--- config.mk ---
export PLATFORM = sky130hd
export DESIGN_NAME = fifo_rd_streamer
export DESIGN_NICKNAME = d
export VERILOG_FILES = /design/src/rtl/fifo_stream_pkg.sv /design/src/rtl/stream_buf.sv /design/src/rtl/fifo_rd_streamer.sv
export SDC_FILE = /design/constraint.sdc
export NUM_CORES = 1
export LEC_CHECK = 0
export ABC_AREA = 1
export CORE_MARGIN = 3
export CORE_UTILIZATION = 45
export CTS_CLUSTER_DIAMETER = 100
export CTS_CLUSTER_SIZE = 12
export DETAILED_ROUTE_END_ITERATION = 8
export PLACE_DENSITY_LB_ADDON = 0.12
export SETUP_SLACK_MARGIN = 0.02
export SYNTH_ARGS = -nofsm -noshare
export SYNTH_HDL_FRONTEND = slang
export SYNTH_SLANG_ARGS = --single-unit
--- constraint.sdc ---
create_clock -name clk_i -period 4.8 [get_ports clk_i]
set_clock_uncertainty 0.15 [all_clocks]
set_input_delay 0.96 -clock clk_i [delete_from_list [all_inputs] [get_ports clk_i]]
set_output_delay 0.96 -clock clk_i [all_outputs]
set_load 0.01 [all_outputs]
--- src/rtl/fifo_stream_pkg.sv ---
`default_nettype none
// ============================================================================
// Module  : fifo_stream_pkg
// Purpose : Shared constants and helpers for the FIFO read-side streamer.
//           - DEFAULT_DATA_W    : default FIFO word width
//           - DEFAULT_BUF_DEPTH : default output buffer depth
//           - RD_LATENCY        : FIFO read latency (rd_en -> rdata), cycles
//           - occ_width()       : bits needed to hold occupancy 0..depth
// Revision: 1.0 - initial release
// ============================================================================
package fifo_stream_pkg;

  localparam int DEFAULT_DATA_W    = 22;
  localparam int DEFAULT_BUF_DEPTH = 3;

  // The inflight register is a single bit because the FIFO delivers
  // rdata exactly this many cycles after rd_en.
  localparam int RD_LATENCY = 1;

  // Occupancy runs 0..depth inclusive, hence depth+1 codes.
  function automatic int occ_width(input int depth);
    return $clog2(depth + 1);
  endfunction

  localparam int DEFAULT_OCC_W = occ_width(DEFAULT_BUF_DEPTH);

endpackage
`default_nettype wire

--- src/rtl/stream_buf.sv ---
`default_nettype none
// ============================================================================
// Module  : stream_buf
// Purpose : Circular buffer of BUF_DEPTH x DATA_W words with a registered
//           head-of-queue output.
// Ports   : clk_i       - clock
//           rst_ni      - synchronous active-low reset
//           push_i      - write push_data_i at the tail this cycle
//           push_data_i - word to write
//           pop_i       - remove the head entry (ignored when empty)
//           occ_o       - current occupancy, 0..BUF_DEPTH
//           valid_o     - occupancy is non-zero
//           data_o      - registered head entry (holds last value when empty)
// Revision: 1.0 - initial release
// ============================================================================
module stream_buf
  import fifo_stream_pkg::*;
#(
  parameter int DATA_W    = DEFAULT_DATA_W,
  parameter int BUF_DEPTH = DEFAULT_BUF_DEPTH
) (
  input  logic                                  clk_i,
  input  logic                                  rst_ni,
  input  logic                                  push_i,
  input  logic [DATA_W-1:0]                     push_data_i,
  input  logic                                  pop_i,
  output logic [occ_width(BUF_DEPTH)-1:0]       occ_o,
  output logic                                  valid_o,
  output logic [DATA_W-1:0]                     data_o
);

  localparam int OCC_W = occ_width(BUF_DEPTH);
  localparam int IDX_W = (BUF_DEPTH > 1) ? $clog2(BUF_DEPTH) : 1;

  logic [DATA_W-1:0] r_mem [BUF_DEPTH];
  logic [IDX_W-1:0]  r_wr_idx;
  logic [IDX_W-1:0]  r_rd_idx;
  logic [OCC_W-1:0]  r_occ;
  logic [DATA_W-1:0] r_head;

  logic [IDX_W-1:0]  w_wr_idx_nxt;
  logic [IDX_W-1:0]  w_rd_idx_nxt;
  logic [OCC_W-1:0]  w_occ_nxt;
  logic [DATA_W-1:0] w_head_nxt;
  logic              w_pop;

  // Index increment with wrap at BUF_DEPTH (depth need not be a power of 2).
  function automatic logic [IDX_W-1:0] idx_inc(input logic [IDX_W-1:0] idx);
    return (idx == IDX_W'(BUF_DEPTH - 1)) ? '0 : idx + IDX_W'(1);
  endfunction

  assign w_pop = pop_i & (r_occ != '0);

  always_comb begin
    w_wr_idx_nxt = push_i ? idx_inc(r_wr_idx) : r_wr_idx;
    w_rd_idx_nxt = w_pop  ? idx_inc(r_rd_idx) : r_rd_idx;

    w_occ_nxt = r_occ;
    case ({push_i, w_pop})
      2'b10:   w_occ_nxt = r_occ + OCC_W'(1);
      2'b01:   w_occ_nxt = r_occ - OCC_W'(1);
      default: w_occ_nxt = r_occ;
    endcase

    // The head register tracks buf[rd_idx] after this edge. When the only
    // remaining entry is the one being written now, it is not in r_mem yet,
    // so it is forwarded from push_data_i. With nothing left, hold.
    w_head_nxt = r_head;
    if (w_occ_nxt != '0) begin
      if (push_i && (r_occ == OCC_W'(w_pop))) begin
        w_head_nxt = push_data_i;
      end else begin
        w_head_nxt = r_mem[w_rd_idx_nxt];
      end
    end
  end

  always_ff @(posedge clk_i) begin
    if (!rst_ni) begin
      r_occ    <= '0;
      r_wr_idx <= '0;
      r_rd_idx <= '0;
      r_head   <= '0;
    end else begin
      r_occ    <= w_occ_nxt;
      r_wr_idx <= w_wr_idx_nxt;
      r_rd_idx <= w_rd_idx_nxt;
      r_head   <= w_head_nxt;
    end
  end

  // Storage needs no reset: occupancy gates every read of it.
  always_ff @(posedge clk_i) begin
    if (push_i) begin
      r_mem[r_wr_idx] <= push_data_i;
    end
  end

  assign occ_o   = r_occ;
  assign valid_o = (r_occ != '0);
  assign data_o  = r_head;

endmodule
`default_nettype wire

--- src/rtl/fifo_rd_streamer.sv ---
`default_nettype none
// ============================================================================
// Module  : fifo_rd_streamer
// Purpose : Read-side consumer of a dual-clock FIFO. Issues FIFO reads only
//           when buffer space is guaranteed (credit = occupancy + in-flight
//           read), captures rdata one cycle later and presents the words as
//           an in-order valid/ready stream at up to one word per cycle.
// Ports   : clk_i      - FIFO read clock
//           rst_ni     - synchronous active-low reset
//           enable_i   - permits new FIFO reads
//           empty_i    - FIFO empty flag
//           rd_en_o    - FIFO read enable
//           rdata_i    - FIFO read data, valid the cycle after rd_en_o
//           m_valid_o  - downstream word valid
//           m_ready_i  - downstream ready
//           m_data_o   - downstream word
//           word_cnt_o - delivered-word count (wraps)
//           idle_o     - buffer empty and no read in flight
// Revision: 1.0 - initial release
// ============================================================================
module fifo_rd_streamer
  import fifo_stream_pkg::*;
#(
  parameter int DATA_W    = DEFAULT_DATA_W,
  parameter int BUF_DEPTH = DEFAULT_BUF_DEPTH,
  parameter int CNT_W     = 32
) (
  input  logic              clk_i,
  input  logic              rst_ni,
  input  logic              enable_i,
  input  logic              empty_i,
  output logic              rd_en_o,
  input  logic [DATA_W-1:0] rdata_i,
  output logic              m_valid_o,
  input  logic              m_ready_i,
  output logic [DATA_W-1:0] m_data_o,
  output logic [CNT_W-1:0]  word_cnt_o,
  output logic              idle_o
);

  localparam int OCC_W = occ_width(BUF_DEPTH);

  logic [OCC_W-1:0] w_occ;
  logic             w_valid;
  logic             w_pop;
  logic             w_credit_ok;
  logic             w_rd_en;
  logic             r_inflight;
  logic [CNT_W-1:0] r_word_cnt;

  // Credit counts the outstanding read so a word can never arrive without
  // a free slot. Evaluated one bit wider so the sum cannot wrap. Only
  // registered state feeds it, so m_ready_i has no path to rd_en_o.
  assign w_credit_ok = ({1'b0, w_occ} + (OCC_W + 1)'(r_inflight))
                       < (OCC_W + 1)'(BUF_DEPTH);

  assign w_rd_en = rst_ni & enable_i & ~empty_i & w_credit_ok;
  assign w_pop   = w_valid & m_ready_i;

  always_ff @(posedge clk_i) begin
    if (!rst_ni) begin
      r_inflight <= 1'b0;
      r_word_cnt <= '0;
    end else begin
      r_inflight <= w_rd_en;
      if (w_pop) begin
        r_word_cnt <= r_word_cnt + CNT_W'(1);
      end
    end
  end

  stream_buf #(
    .DATA_W    (DATA_W),
    .BUF_DEPTH (BUF_DEPTH)
  ) u_buf (
    .clk_i       (clk_i),
    .rst_ni      (rst_ni),
    .push_i      (r_inflight),
    .push_data_i (rdata_i),
    .pop_i       (w_pop),
    .occ_o       (w_occ),
    .valid_o     (w_valid),
    .data_o      (m_data_o)
  );

  assign rd_en_o    = w_rd_en;
  assign m_valid_o  = w_valid;
  assign word_cnt_o = r_word_cnt;
  assign idle_o     = ~w_valid & ~r_inflight;

endmodule
`default_nettype wire

==> results of run 1 <==
[synthesized netlist by cell type, drive strengths merged]
| cell type | instances |
|---|---|
| nand3 | 68 |
| nand3b | 1 |
| o21a | 1 |
| xor2 | 3 |
| a2111oi | 2 |
| nor3 | 6 |
| nor2 | 123 |
| nand2 | 217 |
| a31oi | 1 |
| edfxtp | 66 |
| dfxtp | 61 |
| ha | 3 |
| o21bai | 1 |
| clkbuf | 10 |
| nand4 | 6 |
| nor3b | 1 |
| inv | 117 |
| a21oi | 42 |
| buf | 17 |
| o21ai | 31 |
[layer usage]
| metal | track usage | vias to the layer above | share of wire |
|---|---|---|---|
| li1 | - | 2615 | - |
| met1 | 0.2441 | 2322 | 0.44 |
| met2 | 0.3306 | 122 | 0.49 |
| met3 | 0.05734 | 18 | 0.060 |
| met4 | 0.07913 | 0 | 0.015 |
| met5 | 0 | - | 0 |
[power groups by stage]
stage | registers, W | logic, W | clock network [W]
after floorplan | 0.00121 | 0.000105 | 0
after global placement | 0.00120 | 0.000187 | 0
after detailed placement | 0.00120 | 0.000193 | 0
after CTS | 0.00118 | 0.000194 | 0.00121
after global routing | 0.00118 | 0.000218 | 0.00126
final | 0.00118 | 0.000191 | 0.00118
[sequential cells by signal, indices dropped and copies added, names as in the netlist]
name	cells
u_buf.occ_o	2
u_buf.data_o	22
u_buf.r_mem	66
u_buf.r_rd_idx	2
u_buf.r_wr_idx	2
r_inflight	1
word_cnt_o	32
[through the flow]
step | total power, W | cell area [sq um] | setup WS (ns) | instances | util
final | 0.002554 | 7500 | 1.252 | 1041 | 0.5848
after global routing | 0.002657 | 7500 | 1.143 | 1041 | 0.5848
after CTS | 0.002583 | 7500 | 1.207 | 1041 | 0.5848
after detailed placement | 0.001394 | 6950 | 1.144 | 1009 | 0.5420
after global placement | 0.001388 | 6950 | 1.242 | 1009 | 0.5420
after floorplan | 0.001310 | 6002 | 1.648 | 777 | -
[worst register-to-register path: cells and delay by family, from the launching register on]
kind / cells / cell delay, ns
simple gates: 5 / 1.38
compound gates: 2 / 0.69
flops: 1 / 0.38
[cell families after synthesis]
family | Yosys count | share of synthesized area
AOI/OAI and AO/OA | 78 | 0.06796
xor gates and xnor gates | 3 | 0.004379
adders and majority gates | 3 | 0.006255
buffers and inverters | 144 | 0.09652
DFF | 127 | 0.5337
and+or+nand+nor | 422 | 0.2912
[how the worst max path moves through the flow]
stage	from	to	cells past startpoint
floorplan	rst_ni	rd_en_o	4
global placement	m_ready_i	u_buf.data_o[3]	9
detailed placement	m_ready_i	u_buf.data_o[17]	9
CTS	rst_ni	rd_en_o	4
global route	rst_ni	rd_en_o	4
finish	rst_ni	rd_en_o	4
[area by class of cell]
class,instances,area (sq um)
Clock inverter,14,120.1
Fill cell,1176,5325
Timing Repair Buffer,87,860.8
Multi-Input combinational cell,506,2232
Sequential cell,127,3203
Inverter,117,439.2
Tap cell,172,215.2
Clock buffer,18,429.2
==> load_flow_metrics.sql, run 1 <==
INSERT INTO impl_metrics (metric_group, metric, value, unit) VALUES
('sta', 'setup_viol', '0', ''),
('placement', 'dp.final_hpwl', '8.992', 'mm'),
('cts', 'insertion_delay', '0.42', 'ns'),
('setup_path', 'cp_top_family', 'buffers and inverters', ''),
('synth', 'synth_top_cell_by_area', 'sky130_fd_sc_hd__edfxtp_1', ''),
('sta', 'fin_tns_setup', '0', 'ns'),
('job', 'max-cap-violations', '0', ''),
('synth', 'synth.net_count', '807', ''),
('synth', 'count_of_state_elements_after_synthesis', '127', ''),
('finish', 'nets', '886', ''),
('pwr', 'share_clk_of_total_power', '0.464', ''),
('sta', 'rsz0062_at_grt', 'false', ''),
('cts', 'cts.clk_slew.worst_paths', '0.05', 'ns'),
('cts', 'tritoncts', 'done', ''),
('pwr', 'sw_frac_of_total', '0.2344', ''),
('global_routing', 'initial_antenna_violation_count', '0', ''),
('sta', 'timing_max_transition_violations_final', '0', ''),
('cts', 'cts.repair.resized', '0', ''),
('pwr', 'net-switching-power', '0.0005987', 'W'),
('synth', 'yosys_warnings', '0', ''),
('floorplanning', 'area_of_the_die', '0.01476', 'sq mm'),
('pwr', 'pwr-share-comb', '0.075', ''),
('global_routing', 'number_of_global_route_vias_before_repair', '4876', ''),
('min_path', 'holdPathStages', '2', ''),
('setup_path', 'critPathMaxStageDelay', '0.61', 'ns'),
('routing', 'route.detailed.drc', '0', ''),
('setup_path', 'worst_ep_required_time', '3.69', 'ns'),
('setup_path', 'regToRegStartpoint', 'u_buf.occ_o[1]', ''),
('floorplanning', 'chipWidth', '121.5', 'um'),
('synth', 'yosys.area.top_type_share', '0.3302', ''),
('sta', 'report.final.hold_viol_count', '0', ''),
('global_routing', 'maximum_number_of_pins_on_one_net_before_global_route_repair', '46', ''),
('global_routing', 'global_route_wire_length_before_repair', '23.18', 'mm'),
('setup_path', 'crit_path_start_kind', 'primary input', ''),
('placement', 'placement.io_buffers', '83', ''),
('global_routing', 'grt.total_usage', '0.1991', ''),
('finish', 'antennaDiodeCount', '0', ''),
('synth', 'syn_area_per_cell', '7.725', 'sq um'),
('cts', 'post_cts.repair.setup_buffers', '0', ''),
('floorplanning', 'effective_utilization_at_floorplan', '0.4680', ''),
('finish', 'most-common-layout-cells', 'sky130_fd_sc_hd__nand2_1, sky130_fd_sc_hd__inv_1, sky130_fd_sc_hd__nor2_1, sky130_fd_sc_hd__clkdlybuf4s50_1, sky130_fd_sc_hd__nand3_1', ''),
('placement', 'globalplace.congestion', '0.8938', ''),
('pwr', 'leakage', '2.998', 'nW'),
('min_path', 'hold_path_class', 'reg -> reg', ''),
('setup_path', 'cp_data_arrival_time', '2.44', 'ns'),
('setup_path', 'timing.critical_path.cells', 'clkdlybuf4s50_1 > nand2_1 > a2111oi_0 > clkdlybuf4s50_1', ''),
('cts', 'number_of_levels_in_the_clock_h_tree', '4', ''),
('setup_path', 'crit_top_cell', 'sky130_fd_sc_hd__clkdlybuf4s50_1', ''),
('setup_path', 'crit_path_top_delay_cell', 'sky130_fd_sc_hd__clkdlybuf4s50_1', ''),
('floorplanning', 'core', '0.01282', 'sq mm'),
('cts', 'clkSinkCount', '127', ''),
('floorplanning', 'num_io_pins', '84', ''),
('routing', 'post_detailed_routing_wire_length', '14.03', 'mm'),
('finish', 'most_frequent_standard_cell_in_the_layout_excluding_fill_and_tap_cells', 'sky130_fd_sc_hd__nand2_1', ''),
('sta', 'fmax', '281.9', 'MHz'),
('finish', 'post_route_cells_drive_above_1_share', '0.05754', ''),
('pwr', 'power_frac_seq', '0.462', ''),
('routing', 'routed_vias', '5077', ''),
('cts', 'maximum_buffer_depth_of_the_clock_tree', '2', ''),
('routing', 'post_drt_wl_per_cell', '13.47', 'um'),
('min_path', 'worstHoldStart', 'word_cnt_o[15]', ''),
('min_path', 'hold-path-endpoint', 'word_cnt_o[15]', ''),
('setup_path', 'count_of_buffer_and_inverter_cells_on_the_critical_path', '2', ''),
('sta', 'maxSlewHeadroom', '0.3016', ''),
('setup_path', 'worst-setup-path-type', 'in -> out', ''),
('pwr', 'peakVddDrop', '209.2', 'uV'),
('status', 'run_status', 'finished, final reports clean', ''),
('setup_path', 'highest_net_fanout_along_the_worst_path', '2', ''),
('cts', 'ctsHoldBuffers', '0', ''),
('synth', 'synth-seq-area-share', '0.5337', ''),
('routing', 'number_of_antenna_violating_nets_in_the_routed_design', '0', '');
No activity file was read; power rests on OpenSTA's default activity.
==> inputs of run 2 (changes only) <==
==> constraint.sdc (replaced) <==
create_clock -name clk_i -period 3.5 [get_ports clk_i]
set_clock_uncertainty 0.15 [all_clocks]
set_input_delay 0.7 -clock clk_i [delete_from_list [all_inputs] [get_ports clk_i]]
set_output_delay 0.7 -clock clk_i [all_outputs]
set_load 0.01 [all_outputs]
==> run 2 against run 1 <==
Effect of this change:
- final cell count up 0.48%
- sequential cell count is the same
- global-route usage about the same
- wire length fell by 0.49%
- highest routed layer unchanged
- utilization is 0.88 points higher
- clock-buffer cell count grew 2
- critical path type is now reg -> out
==> load_flow_metrics.sql, run 2 (same netlist as run 1, synthesis figures left out) <==
INSERT INTO impl_metrics (metric_group, metric, value, unit) VALUES
('finish', 'fillers', '1161', ''),
('cts', 'insertion_delay', '0.42', 'ns'),
('sta', 'fraction_of_the_cycle_the_final_worst_path_needs', '0.9462', ''),
('pwr', 'sw_frac_of_total', '0.2165', ''),
('floorplanning', 'dieHeight', '121.5', 'um'),
('finish', 'post-route-cell-area', '0.007612', 'sq mm'),
('setup_path', 'setup.worst_path.end_class', 'output port', ''),
('pwr', 'peakVddDrop', '293.5', 'uV'),
('routing', 'routed_vias', '5125', ''),
('cts', 'post_cts.repair.setup_buffers', '0', ''),
('cts', 'cts.clk_slew.worst_paths', '0.05', 'ns'),
('sta', 'setup_viol', '0', ''),
('sta', 'report.final.hold_viol_count', '0', ''),
('routing', 'post_drt_via_cell_ratio', '4.900', ''),
('routing', 'first_pass_iters', '5', ''),
('global_routing', 'gr-total-overflow', '0', ''),
('floorplanning', 'effective_utilization_at_floorplan', '0.4680', ''),
('finish', 'most_frequent_standard_cell_in_the_layout_excluding_fill_and_tap_cells', 'sky130_fd_sc_hd__nand2_1', ''),
('pwr', 'net-switching-power', '0.0007916', 'W'),
('placement', 'placement.io_buffers', '83', ''),
('cts', 'number_of_levels_in_the_clock_h_tree', '4', ''),
('setup_path', 'worst_ep_required_time', '2.65', 'ns'),
('cts', 'cts-buffers-inserted', '17', ''),
('global_routing', 'maximum_number_of_pins_on_one_net_before_global_route_repair', '46', ''),
('setup_path', 'highest_net_fanout_along_the_worst_path', '8', ''),
('setup_path', 'crit_path_start_kind', 'register', ''),
('cts', 'cts.repair.resized', '0', ''),
('sta', 'timing.final.crit_period', '3.312', 'ns'),
('cts', 'maximum_buffer_depth_of_the_clock_tree', '2', ''),
('global_routing', 'grt.total_usage', '0.1986', ''),
('cts', 'clkSinkCount', '127', ''),
('global_routing', 'global_route_wire_length_before_repair', '23.18', 'mm'),
('finish', 'post_route_cells_drive_above_1_share', '0.06522', ''),
('sta', 'timing_worst_slew_pin_value', '0.7590', 'ns'),
('routing', 'post_detailed_routing_wire_length', '13.96', 'mm'),
('finish', 'largest_reg_flops', '66', ''),
('routing', 'post_drt_wl_per_cell', '13.34', 'um'),
('finish', 'area_taken_by_multi_input_logic_gates', '0.002232', 'sq mm'),
('status', 'run_status', 'finished, final reports clean', ''),
('finish', 'nets', '891', ''),
('finish', 'final_cells', '1046', ''),
('placement', 'detailed_place.area', '0.007013', 'sq mm'),
('min_path', 'worstHoldStart', 'word_cnt_o[31]', ''),
('setup_path', 'regToRegStartpoint', 'u_buf.occ_o[1]', ''),
('finish', 'area.sequential', '0.003203', 'sq mm'),
('finish', 'most-common-layout-cells', 'sky130_fd_sc_hd__nand2_1, sky130_fd_sc_hd__inv_1, sky130_fd_sc_hd__nor2_1, sky130_fd_sc_hd__clkdlybuf4s50_1, sky130_fd_sc_hd__nand3_1', ''),
('global_routing', 'number_of_global_route_vias_before_repair', '4948', ''),
('placement', 'dp.final_hpwl', '8.910', 'mm'),
('floorplanning', 'area_of_the_die', '0.01476', 'sq mm'),
('sta', 'maxSlewHeadroom', '0.4934', ''),
('job', 'max-cap-violations', '0', ''),
('setup_path', 'cp_data_arrival_time', '2.46', 'ns'),
('finish', 'regMostFlops', 'u_buf.r_mem', ''),
('sta', 'rsz0062_at_grt', 'false', ''),
('sta', 'timing_max_transition_violations_final', '0', ''),
('sta', 'final.hold.worst_slack', '0.3464', 'ns'),
('pwr', 'leakage', '3.081', 'nW'),
('floorplanning', 'chipWidth', '121.5', 'um'),
('floorplanning', 'core', '0.01282', 'sq mm'),
('cts', 'cts_root_buffer_type', 'sky130_fd_sc_hd__clkbuf_16', ''),
('pwr', 'pwr-share-comb', '0.074', ''),
('pwr', 'power_density', '480.3', 'mW/mm^2'),
('cts', 'ctsHoldBuffers', '0', ''),
('finish', 'antennaDiodeCount', '0', ''),
('finish', 'relative_area_change_from_synthesis_to_final_layout', '26.83', '%'),
('placement', 'place_inst', '1014', ''),
('sta', 'fin_tns_setup', '0', 'ns'),
('routing', 'drt-initial-drc-count', '346', ''),
('floorplanning', 'num_io_pins', '84', ''),
('cts', 'tritoncts', 'done', ''),
('routing', 'route.detailed.drc', '0', ''),
('pwr', 'share_clk_of_total_power', '0.485', ''),
('setup_path', 'worst-setup-path-type', 'reg -> out', ''),
('routing', 'number_of_antenna_violating_nets_in_the_routed_design', '0', ''),
('min_path', 'hold_path_class', 'reg -> reg', ''),
('sta', 'fmax', '302.0', 'MHz'),
('pwr', 'power_report.internal_total', '0.002864', 'W'),
('pwr', 'total_power', '0.003656', 'W'),
('global_routing', 'initial_antenna_violation_count', '0', ''),
('setup_path', 'cp-startpoint', 'r_inflight', ''),
('placement', 'globalplace.congestion', '0.9038', ''),
('floorplanning', 'number_of_core_rows', '41', ''),
('pwr', 'power_frac_seq', '0.442', '');
==> run 2: changes by cell type in the layout (fill, tap and decap cells not counted) <==
cell                         change
sky130_fd_sc_hd__clkinv_2        +5
sky130_fd_sc_hd__buf_4           +3
sky130_fd_sc_hd__inv_6           -1
sky130_fd_sc_hd__clkbuf_8        +2
sky130_fd_sc_hd__bufinv_16       +2
sky130_fd_sc_hd__clkinv_1        -2
sky130_fd_sc_hd__buf_12          +2
sky130_fd_sc_hd__clkinv_4        -1
sky130_fd_sc_hd__clkinvlp_4      -5
==> run 2: through the flow <==
step | util | setup WS [ns]
finish | 0.5936 | 0.1884
global placement | 0.5468 | 0.4600
CTS | 0.5936 | 0.1605
floorplan | - | 0.7581
detailed placement | 0.5468 | 0.3621
global route | 0.5936 | 0.09359
==> run 2: power by group through the flow <==
stage | Combinational, W | Sequential, W | Clock [W]
after detailed placement | 0.000271 | 0.00165 | 0
after CTS | 0.000273 | 0.00162 | 0.00181
after floorplan | 0.000144 | 0.00165 | 0
final | 0.000269 | 0.00162 | 0.00177
after global placement | 0.000263 | 0.00165 | 0
after global routing | 0.000305 | 0.00162 | 0.00187
==> run 2: critical path, stage by stage, from the launching register on <==
cell and delay [ns]:
sky130_fd_sc_hd__dfxtp_1 0.50, sky130_fd_sc_hd__ha_1 0.21, sky130_fd_sc_hd__ha_1 0.23, sky130_fd_sc_hd__a2111oi_0 0.48, sky130_fd_sc_hd__clkdlybuf4s50_1 0.62
==> run 2: final cells by class <==
type,instances,share of cell area
sequential,127,0.4208
tap,172,0.02827
inverter,117,0.05769
multi-input combinational,506,0.2932
clock buffer,20,0.05999
clock inverter,12,0.01874
timing repair buffer,92,0.1213
==> run 2: final timing paths <==
path              slack [ns]                to  cells after the start
hold reg to reg         0.35    word_cnt_o[31]                      2
hold / removal          0.35    word_cnt_o[31]                      2
setup reg to reg        1.39  u_buf.data_o[13]                      7
setup / recovery        0.19           rd_en_o                      4
==> run 2: routing by layer <==
layer  GRT usage  vias to the layer above  wire length [um]
met5           0                        -                 0
met4     0.08193                        0               240
met3     0.05221                       26               787
met2      0.3323                      126              6760
met1      0.2430                     2349              6170
li1            -                     2624                 -
==> inputs of run 3 (changes only) <==
--- a/config.mk
+++ b/config.mk
@@ -11,6 +11,7 @@
 export CTS_CLUSTER_DIAMETER = 100
 export CTS_CLUSTER_SIZE = 12
 export DETAILED_ROUTE_END_ITERATION = 8
+export GPL_ROUTABILITY_DRIVEN = 0
 export PLACE_DENSITY_LB_ADDON = 0.12
 export SETUP_SLACK_MARGIN = 0.02
 export SYNTH_ARGS = -nofsm -noshare
==> results of run 3 <==
Final layout, timing and power as in run 2 (identical DEF).
